==> src/rtl/mem_align_unit.sv <==
// -----------------------------------------------------------------------------
// mem_align_unit
//
// MEM-stage front end for DataCache. Aligned loads/stores go straight through
// to the cache in one cycle. A misaligned load is split into two word reads;
// the two words are merged and sign/zero-extended here. A misaligned store is
// split into one byte write per byte, stalling the pipeline until the last
// byte issues. With EXC_ON_MISALIGN=1 a misaligned request is not split:
// io_misaligned is raised and the cache is left untouched.
//
// Request handshake: io_req_valid qualifies the io_req_* fields. io_stall is
// the not-ready indication. While io_stall=1 the upstream stage must hold
// every io_req_* field stable. A request completes in the cycle where
// io_resp_valid=1 (load data on io_resp_data, or store fully issued).
// Dropping io_req_valid while a split is in flight flushes it.
//
// Ports:
//   clock, reset            core clock, asynchronous active-low reset
//   io_req_*                MEM-stage request (addr, wdata, read, write,
//                           size, unsigned)
//   io_stall                hold EX/MEM and upstream stages
//   io_resp_valid/data      completion strobe and extended load result
//   io_misaligned           misaligned exception (EXC_ON_MISALIGN=1 only)
//   io_cache_*              DataCache interface (combinational read,
//                           write commits on the rising clock edge)
//   dbg_state               current FSM state (0=IDLE, 1=LD_HI, 2=ST_BYTE)
// -----------------------------------------------------------------------------
module mem_align_unit #(
    parameter int XLEN            = 32,
    parameter bit EXC_ON_MISALIGN = 1'b0
) (
    input  logic            clock,
    input  logic            reset,
    input  logic            io_req_valid,
    input  logic [XLEN-1:0] io_req_addr,
    input  logic [XLEN-1:0] io_req_wdata,
    input  logic            io_req_read,
    input  logic            io_req_write,
    input  logic [1:0]      io_req_size,
    input  logic            io_req_unsigned,
    output logic            io_stall,
    output logic            io_resp_valid,
    output logic [XLEN-1:0] io_resp_data,
    output logic            io_misaligned,
    output logic [XLEN-1:0] io_cache_addr,
    output logic [XLEN-1:0] io_cache_write_data,
    output logic            io_cache_Mem_Read,
    output logic            io_cache_Mem_Write,
    output logic [1:0]      io_cache_Data_Size,
    output logic            io_cache_Load_Type,
    input  logic [XLEN-1:0] io_cache_data_out,
    output logic [1:0]      dbg_state
);

    typedef enum logic [1:0] {
        IDLE    = 2'd0,
        LD_HI   = 2'd1,
        ST_BYTE = 2'd2
    } state_t;

    state_t          state;
    logic [1:0]      cnt;
    logic [XLEN-1:0] lo_word;

    logic            is_read;
    logic            is_write;
    logic [1:0]      size_eff;
    logic [1:0]      last_k;
    logic            misaligned;
    logic            split_req;
    logic [XLEN-1:0] word_base;
    logic [1:0]      byte_k;
    logic [7:0]      wbyte;
    logic [XLEN-1:0] merged;
    logic [XLEN-1:0] ld_result;

    // Write wins when both read and write are requested.
    assign is_write = io_req_write;
    assign is_read  = io_req_read & ~io_req_write;

    // Size code 3 is illegal and behaves as a word access.
    assign size_eff = (io_req_size == 2'd3) ? 2'd2 : io_req_size;

    // Index of the final byte of a split store (N-1).
    assign last_k = (size_eff == 2'd2) ? 2'd3 :
                    (size_eff == 2'd1) ? 2'd1 : 2'd0;

    assign misaligned = ((size_eff == 2'd1) && io_req_addr[0]) ||
                        ((size_eff == 2'd2) && (io_req_addr[1:0] != 2'b00));

    assign split_req = io_req_valid && (is_read || is_write) && misaligned;

    assign word_base = {io_req_addr[XLEN-1:2], 2'b00};

    // The first byte of a split store is written from IDLE, so k is 0 there.
    assign byte_k = (state == ST_BYTE) ? cnt : 2'd0;
    assign wbyte  = io_req_wdata[{byte_k, 3'b000} +: 8];

    // {hi_word, lo_word} >> 8*addr[1:0], keeping the low word.
    always_comb begin
        merged = lo_word;
        unique case (io_req_addr[1:0])
            2'd0: merged = lo_word;
            2'd1: merged = {io_cache_data_out[7:0],  lo_word[31:8]};
            2'd2: merged = {io_cache_data_out[15:0], lo_word[31:16]};
            2'd3: merged = {io_cache_data_out[23:0], lo_word[31:24]};
        endcase
    end

    // Only half and word loads can be split, so only those extensions apply.
    always_comb begin
        ld_result = merged;
        if (size_eff == 2'd1) begin
            ld_result = io_req_unsigned ? {16'h0000, merged[15:0]}
                                        : {{16{merged[15]}}, merged[15:0]};
        end
    end

    // Output decode. Everything is forced to 0 while reset is asserted.
    always_comb begin
        io_stall            = 1'b0;
        io_resp_valid       = 1'b0;
        io_resp_data        = '0;
        io_misaligned       = 1'b0;
        io_cache_addr       = '0;
        io_cache_write_data = '0;
        io_cache_Mem_Read   = 1'b0;
        io_cache_Mem_Write  = 1'b0;
        io_cache_Data_Size  = 2'd0;
        io_cache_Load_Type  = 1'b0;
        if (reset) begin
            unique case (state)
                IDLE: begin
                    if (split_req) begin
                        if (EXC_ON_MISALIGN) begin
                            io_misaligned = 1'b1;
                        end else if (is_read) begin
                            io_cache_addr      = word_base;
                            io_cache_Data_Size = 2'd2;
                            io_cache_Load_Type = io_req_unsigned;
                            io_cache_Mem_Read  = 1'b1;
                            io_stall           = 1'b1;
                        end else begin
                            io_cache_addr       = io_req_addr;
                            io_cache_Data_Size  = 2'd0;
                            io_cache_write_data = {24'h000000, wbyte};
                            io_cache_Mem_Write  = 1'b1;
                            io_stall            = 1'b1;
                        end
                    end else if (io_req_valid) begin
                        io_cache_addr       = io_req_addr;
                        io_cache_write_data = io_req_wdata;
                        io_cache_Data_Size  = io_req_size;
                        io_cache_Load_Type  = io_req_unsigned;
                        io_cache_Mem_Read   = is_read;
                        io_cache_Mem_Write  = is_write;
                        io_resp_valid       = is_read || is_write;
                        io_resp_data        = io_cache_data_out;
                    end
                end
                LD_HI: begin
                    if (io_req_valid) begin
                        // Wraps modulo 2^32 at the top of the address space.
                        io_cache_addr      = word_base + 32'd4;
                        io_cache_Data_Size = 2'd2;
                        io_cache_Load_Type = io_req_unsigned;
                        io_cache_Mem_Read  = 1'b1;
                        io_resp_valid      = 1'b1;
                        io_resp_data       = ld_result;
                    end
                end
                ST_BYTE: begin
                    if (io_req_valid) begin
                        io_cache_addr       = io_req_addr + {30'd0, cnt};
                        io_cache_Data_Size  = 2'd0;
                        io_cache_write_data = {24'h000000, wbyte};
                        io_cache_Mem_Write  = 1'b1;
                        io_stall            = (cnt != last_k);
                        io_resp_valid       = (cnt == last_k);
                    end
                end
                default: ;
            endcase
        end
    end

    always_ff @(posedge clock or negedge reset) begin
        if (!reset) begin
            state   <= IDLE;
            cnt     <= 2'd0;
            lo_word <= '0;
        end else begin
            unique case (state)
                IDLE: begin
                    if (split_req && !EXC_ON_MISALIGN) begin
                        if (is_read) begin
                            lo_word <= io_cache_data_out;
                            state   <= LD_HI;
                        end else begin
                            // Byte 0 was written this cycle; continue at byte 1.
                            cnt   <= 2'd1;
                            state <= ST_BYTE;
                        end
                    end
                end
                LD_HI: begin
                    // Either the merge completed or the request was flushed.
                    state <= IDLE;
                end
                ST_BYTE: begin
                    if (!io_req_valid || (cnt == last_k)) begin
                        cnt   <= 2'd0;
                        state <= IDLE;
                    end else begin
                        cnt <= cnt + 2'd1;
                    end
                end
                default: begin
                    cnt   <= 2'd0;
                    state <= IDLE;
                end
            endcase
        end
    end

    assign dbg_state = state;

endmodule

==> config.mk <==
export PLATFORM = sky130hd
export DESIGN_NAME = mem_align_unit
export DESIGN_NICKNAME = d
export VERILOG_FILES = /design/src/rtl/mem_align_unit.sv
export SDC_FILE = /design/constraint.sdc
export NUM_CORES = 1
export LEC_CHECK = 0
export BUFFER_PORTS_ARGS = -buffer_cell sky130_fd_sc_hd__buf_4
export CELL_PAD_IN_SITES_DETAIL_PLACEMENT = 1
export CELL_PAD_IN_SITES_GLOBAL_PLACEMENT = 2
export CORE_MARGIN = 3
export CORE_UTILIZATION = 29
export CTS_BUF_LIST = sky130_fd_sc_hd__clkbuf_4 sky130_fd_sc_hd__clkbuf_8 sky130_fd_sc_hd__clkbuf_16
export DETAILED_ROUTE_END_ITERATION = 12
export PLACE_DENSITY_LB_ADDON = 0.1
export SYNTH_ARGS = -nofsm -noshare
export SYNTH_HDL_FRONTEND = slang
export SYNTH_SLANG_ARGS = --single-unit
==> constraint.sdc <==
create_clock -name clock -period 4.1 [get_ports clock]
set_input_delay 0.205 -clock clock [delete_from_list [all_inputs] [get_ports clock]]
set_output_delay 0.205 -clock clock [all_outputs]
set_load 0.02 [all_outputs]
Word-level counts from Yosys, hierarchy flattened. Index checks and enable logic that the tools add are counted.

Flip-flop bits (word level): 36. Logic and storage cells: 101. Output and inout port bits: 106. Input bits: 104.

Shift-type cells: 1. Bitwise operators: 3. Reduce and logical (&&, ||, !) cells: 14. Add/sub/neg operators: 3. Mux-type cells: 64. Equal/unequal tests: 13.

Operators by type and width (number): 2-to-1 mux 32 bit (14); one-hot mux 32 bit (2 select lines) (2); one-hot mux 32 bit (4 select lines) (1); one-hot mux 32 bit (3 select lines) (1); adder 32 x 2 -> 32 bit (1); adder 32 x 3 -> 32 bit, second input constant (1); indexed part select 32 x 6 -> 8 bit (1); 2-to-1 mux 2 bit (15); 2-to-1 mux 1 bit (21); 2-to-1 mux 8 bit (2); == test 2 bit, second input constant (5); one-hot mux 1 bit (2 select lines) (4); one-hot mux 2 bit (2 select lines) (2); == test 2 x 1 -> 1 bit, second input constant (3); one-hot mux 2 bit (3 select lines) (1); AND reduction 3 bit (2); logical AND 1 bit (4); zero test 2 bit (2); != test 2 bit, second input constant (2); logical OR 1 bit (3); one-hot mux 1 bit (3 select lines) (1); adder 2 x 1 -> 2 bit, second input constant (1); == test 2 bit (1); != test 2 x 1 -> 1 bit, second input constant (1); 6 further kinds (7).

Longest topological paths before layout. Gate-level depths: netlist of the first run.

Word-level depth: 9. Depth in mapped cells: 8.

Least setup slack after synthesis of the first run. No wires, ideal clock.

Path type: reg2out. Start point: register cnt[0]. End point: output port io_cache_addr[16]. Slack: 1569 ps. Arrival: 2326 ps. Cell stages (with the launch flop): 6. Cells stage by stage: dfrtp_1 ha_1 fa_1 nand2_1 nor2_1 a2111oi_0.

Longest elaborated chain between the ends: 4.

RTL lines: start, declared (RTL line 62) `logic [1:0] cnt;`; start signal, assigned (RTL line 215) `cnt <= cnt + 2'd1;`; adder 32 x 2 -> 32 bit (RTL line 174) `io_cache_addr = io_req_addr + {30'd0, cnt};`; 2-to-1 mux 32 bit (RTL line 173) `if (io_req_valid) begin`; one-hot mux 32 bit (3 select lines) (RTL line 132) `unique case (state)`; 2-to-1 mux 32 bit (RTL line 131) `if (reset) begin`; end, declared (RTL line 45) `output logic [XLEN-1:0] io_cache_addr,`.

Every way passes these cells.

Worst setup path in the final report of the first run.
Start point: register cnt[0]. End point: output port io_cache_addr[26].

The elaborated chain is that of the path after synthesis.

==> impl_metrics.toml, run 1 <==
[floorplan]
coreArea_mm2 = 0.0153
start_util = 0.298
die_y_um = 131
die_area_mm2 = 0.0172
rows = 45
ios = 210
die_width_um = 131

[drt]
drt_iter0_markers = 358
drtPass1Iterations = 4
final_antenna_net_count = 0
post_drt_wl_per_cell_um = 20.7
drc = 0
routed_via_density = 5.58
drt_wl_total_mm = 19.0
routed-via-count = 5126

[yosys]
synth_area_leaders = "dfrtp_1 20%, mux4_2 14%, mux2_2 8.2%"
ys_seq_elements = 36
netlist_area_mm2 = 0.00454
synthesis.nets = 635
ys.flop_type = "dfrtp_1"
synthCells = 527
seq_area_frac_synth = 0.198
synthArstFlopShare = 1.00
netlist.area_leader.share = 0.198
synth_cell_types = 70
synth_area_leader_cell = "dfrtp_1"
yosys_warnings = 0
avgSynthCellArea_um2 = 8.62
synth_edf_count = 0

[global_routing]
grt_pass1_wl_mm = 30.5
grt_max_degree = 40
antenna_found_initial = 0
first_global_vias = 5482
grt_overflow = 0
grtUsageTotal = 0.213

[place]
io_buffers = 208
dp_hpwl_mm = 14.8
gp_congestion = 0.876

[clock_network]
htreeDepth = 2
hold_buffers = 1
cts_made_buffers = 5
clkTransAtPathRegs_ns = 0.06
cts_root_buffer = "clkbuf_16"
cts.path.max_buffers = 2
post-cts-setup-buffer-count = 0
cts_sinks = 36
cts_resized = 0
cts_tree = "yes"
insertion_delay_ns = 0.28

[critical_path]
r2r_start = "dbg_state[0]$_DFFE_PN0P_"
reg2reg_to = "lo_word[3]$_DFFE_PN0P_"
critPathKind = "reg2out"
reg2reg_slack_ns = 1.10
required_ns = 3.89
cp-end-kind = "primary output"
crit_fanout = 9
crit_arrival_ns = 2.97
cp-start-kind = "register"
worst_r2r_path_depth = 5

[layout]
fillers = 1785
fin_nets = 814
diodes = 0
utilization = 0.419
syn2layout_area_growth_pct = 40.9
drive_gt1_frac = 0.424
seqCellArea_um2 = 901
multi_input_area_mm2 = 0.00343

[timing]
tns_ns = 0
timing.final.crit_share = 0.774
rsz0062_at_grt = "false"
setup_viol = 0
finalHoldViolCount = 0
max_slew_margin = 0.359
fin_skew_ns = 0.00578
tightest_slew_ns = 0.951
fmax_ghz = 0.315
final.min_clock_period_ns = 3.17
slew_viol_final = 0

[pwr]
vdd_drop_max_v = 0.000212
leakage_nw = 2.75
power.density_mw_per_mm2 = 284

[job]
max-cap-violations = 0

[min_path]
hold_path_depth = 2
whs_endpoint = "lo_word[27]$_DFFE_PN0P_"
worstHoldPathType = "in2reg"
worstHoldStart = "io_cache_data_out[27]"

[outcome]
status = "finished clean"
==> final cells by class <==
type                       instances  share of cell area
clock buffer                       6              0.0207
clock inverter                     2             0.00547
inverter                           2             0.00117
multi-input combinational        444               0.536
sequential                        36               0.141
tap                              211              0.0413
timing repair buffer             217               0.255
==> flip-flops by register name (all words and copies together) (netlist names) <==
name,flops
lo_word,32
cnt,2
dbg_state,2
==> synthesized netlist by cell type (9+ instances only) <==
| library cell | number |
|---|---|
| a21oi_1 | 20 |
| a22oi_1 | 19 |
| and2_1 | 29 |
| buf_2 | 19 |
| clkbuf_1 | 18 |
| dfrtp_1 | 36 |
| mux2_2 | 33 |
| mux4_2 | 29 |
| nand2_1 | 42 |
| nand2b_1 | 10 |
| nand3_1 | 22 |
| nand4_1 | 10 |
| nor2_1 | 63 |
| nor3_1 | 9 |
| o21ai_0 | 13 |
| o22a_1 | 9 |
| o2bb2ai_1 | 16 |
==> cells in the final DEF, fill, tap and decap left out, drive strengths merged, types with 6 or more instances in the layout <==
master / instances
nand2b: 10
nand3: 23
mux2: 33
nand4: 11
nor2: 63
and3b: 6
clkbuf: 6
o2bb2ai: 16
nor3: 11
o22a: 9
buf: 216
a22oi: 19
a21oi: 20
nand2: 42
mux4: 29
dfrtp: 36
a211oi: 6
a32oi: 7
o21ai: 13
and2: 30
nor2b: 7
==> worst max-delay path by stage <==
| stage | from | end | slack, ns | cells after the start |
|---|---|---|---|---|
| floorplan | cnt[0]$_DFFE_PN0P_ | io_cache_addr[16] | 1.57 | 5 |
| global placement | io_req_addr[0] | io_cache_addr[26] | 1.14 | 8 |
| detailed placement | io_req_addr[0] | io_cache_addr[26] | 1.06 | 8 |
| CTS | cnt[0]$_DFFE_PN0P_ | io_cache_addr[26] | 0.88 | 7 |
| global route | dbg_state[0]$_DFFE_PN0P_ | io_cache_Data_Size[1] | 0.74 | 6 |
| finish | cnt[0]$_DFFE_PN0P_ | io_cache_addr[26] | 0.93 | 7 |
==> metal layers <==
metal | global-route usage | vias to the layer above | wire length, um | part of all wire
met5 | 0 | - | 0 | 0
met4 | 0.0257 | 0 | 182 | 0.0096
met3 | 0.0337 | 13 | 1050 | 0.055
met2 | 0.352 | 182 | 8950 | 0.47
met1 | 0.303 | 2547 | 8780 | 0.46
li1 | - | 2384 | - | -
==> through the flow <==
stage | cells | area [um2] | hold slack (ns) | total power, mW | setup WS [ns]
6_report | 918 | 6400 | 0.166 | 1.82 | 0.925
5_1_grt | 918 | 6400 | 0.168 | 1.93 | 0.745
4_1_cts | 918 | 6400 | 0.160 | 1.84 | 0.875
3_5_place_dp | 909 | 6220 | 0.0582 | 1.39 | 1.06
3_3_place_gp | 909 | 6220 | 0.0528 | 1.36 | 1.14
2_1_floorplan | 527 | 4540 | -0.0906 | 1.06 | 1.57
==> where the power goes <==
part | total, mW | internal [mW] | leakage, nW | switching, mW
clock | 0.435 | 0.292 | 0.0843 | 0.143
sequential | 0.556 | 0.456 | 0.439 | 0.0996
combinational | 0.828 | 0.426 | 2.23 | 0.402
total | 1.82 | 1.17 | 2.75 | 0.644
==> worst max-delay path: stages, from the launching register on <==
cell	delay [ns]
dfrtp_1	0.47
ha_1	0.25
fa_1	0.46
and3b_1	0.22
o21ai_0	0.74
nor3_1	0.08
o221a_2	0.31
buf_4	0.15
==> logic make-up (layout without fill, tap and decap cells) <==
logic type	after synthesis	in the layout	share of synthesized area
compound gates	134	134	0.220
flops	36	36	0.198
simple gates	228	228	0.265
mux	67	67	0.237
buf+inv	47	227	0.0471
fa+ha+maj	4	4	0.0127
xor+xnor	10	10	0.0193
other cells	1	1	0.000825
Note: power is estimated with default switching activity, not from simulation.
==> run 2: changes to the inputs <==
CORE_UTILIZATION = 24   (was 29)
clock period = 2.7 ns   (was 4.1 ns; I/O delays follow)
==> impl_metrics.toml, run 2 (same netlist as run 1, synthesis figures left out) <==
[pwr]
power.density_mw_per_mm2 = 429
leakage_nw = 2.86
vdd_drop_max_v = 0.000275

[layout]
syn2layout_area_growth_pct = 45.0
utilization = 0.361
top_register = "lo_word"
diodes = 0
drive_gt1_frac = 0.443
largest_reg_flops = 32
mostFrequentLayoutCells = "235 x buf_4, 63 x nor2_1, 41 x nand2_1"
fin_nets = 834
mostFrequentLayoutCell = "buf_4"

[critical_path]
crit_fanout = 7
cp-start-kind = "register"
cp_slowest_cell = "or4b_2"
cpPeakStageDelay_ns = 0.67
crit_arrival_ns = 2.48
cp_cell_sequence = "ha_1, a21o_1, or4b_2, a21bo_2, nand4_1, o31ai_1, buf_4"
cpLargestDelayFamily = "simple AND/OR/NAND/NOR gates"
required_ns = 2.57
path_buf_inv = 1
critPathKind = "reg2out"
cp-end-kind = "primary output"

[timing]
tns_ns = 0
max_slew_margin = 0.470
final.min_clock_period_ns = 2.61
setup_viol = 0
tightest_slew_ns = 0.788
timing.final.crit_share = 0.968
fin_skew_ns = 0.00327
finalHoldViolCount = 0
fmax_ghz = 0.382
slew_viol_final = 0
rsz0062_at_grt = "false"

[drt]
post_drt_wl_per_cell_um = 21.0
final_antenna_net_count = 0
drc = 0
drt_iter0_markers = 282
routed_via_density = 5.40
drt_wl_total_mm = 20.1
routed-via-count = 5162
drtPass1Iterations = 4

[global_routing]
grt_pass1_wl_mm = 31.3
grtUsageTotal = 0.189
grt_max_degree = 33
grt_overflow = 0
first_global_vias = 5457
antenna_found_initial = 0

[clock_network]
htreeDepth = 2
cts.path.max_buffers = 2
insertion_delay_ns = 0.28
post-cts-setup-buffer-count = 0
cts_root_buffer = "clkbuf_16"
cts_tree = "yes"
cts_sinks = 36
clkTransAtPathRegs_ns = 0.06
cts_made_buffers = 5

[outcome]
status = "finished clean"

[floorplan]
start_util = 0.249
die_y_um = 144
rows = 49
die_width_um = 144
ios = 210
coreArea_mm2 = 0.0183
die_area_mm2 = 0.0206

[job]
max-cap-violations = 0

[place]
io_buffers = 208
gp_congestion = 0.843
dp_hpwl_mm = 16.2

[min_path]
worstHoldPathType = "in2reg"
==> run 2: worst paths after layout <==
path | from | endpoint | slack (ns) | cells after the start
max reg2reg | dbg_state[0]$_DFFE_PN0P_ | lo_word[3]$_DFFE_PN0P_ | 0.51 | 5
min | io_cache_data_out[28] | lo_word[28]$_DFFE_PN0P_ | 0.09 | 2
min reg2reg | lo_word[6]$_DFFE_PN0P_ | lo_word[6]$_DFFE_PN0P_ | 0.51 | 1
min in group asynchronous | reset | dbg_state[0]$_DFFE_PN0P_ | 0.29 | 2
max in group asynchronous | reset | lo_word[0]$_DFFE_PN0P_ | 1.71 | 3
max | cnt[1]$_DFFE_PN0P_ | io_cache_addr[11] | 0.09 | 7
==> run 2: layer usage <==
layer / share of wire / global-route usage / vias up / wire length (um)
met5: 0 / 0 / - / 0
met4: 0.0036 / 0.0203 / 0 / 73
met1: 0.46 / 0.269 / 2570 / 9240
met2: 0.48 / 0.318 / 161 / 9600
met3: 0.060 / 0.0256 / 6 / 1200
li1: - / - / 2425 / -
==> run 2: through the flow <==
step | power [mW] | setup slack (ns) | instances | hold slack (ns) | instance area [um2]
6_report | 2.82 | 0.0854 | 956 | 0.0944 | 6590
5_1_grt | 3.01 | 0.0222 | 956 | 0.0844 | 6590
2_1_floorplan | 1.61 | 0.239 | 527 | -0.161 | 4540
4_1_cts | 2.86 | 0.0744 | 956 | 0.0886 | 6590
3_3_place_gp | 2.12 | 0.408 | 947 | 0.00601 | 6410
3_5_place_dp | 2.16 | 0.361 | 947 | 0.00429 | 6410
==> run 2: timing repair <==
action | 4_1_cts | 5_1_grt
hold endpoints to repair | 4 | 0
setup endpoints to repair | 0 | 2
resized for setup | 0 | 2
hold buffers | 1 | 0
==> run 2: final cells by class <==
class                           count  area, um2
Multi-Input combinational cell    444       3430
Timing Repair Buffer              237       1790
Tap cell                          229        287
Clock inverter                      2       35.0
Clock buffer                        6        133
Inverter                            2       7.51
Sequential cell                    36        901
Fill cell                        2191      11700
==> run 2: report_power, final <==
group	leakage (nW)	switching (mW)	internal, mW
combinational	2.34	0.643	0.677
sequential	0.439	0.132	0.693
clock	0.0843	0.234	0.445
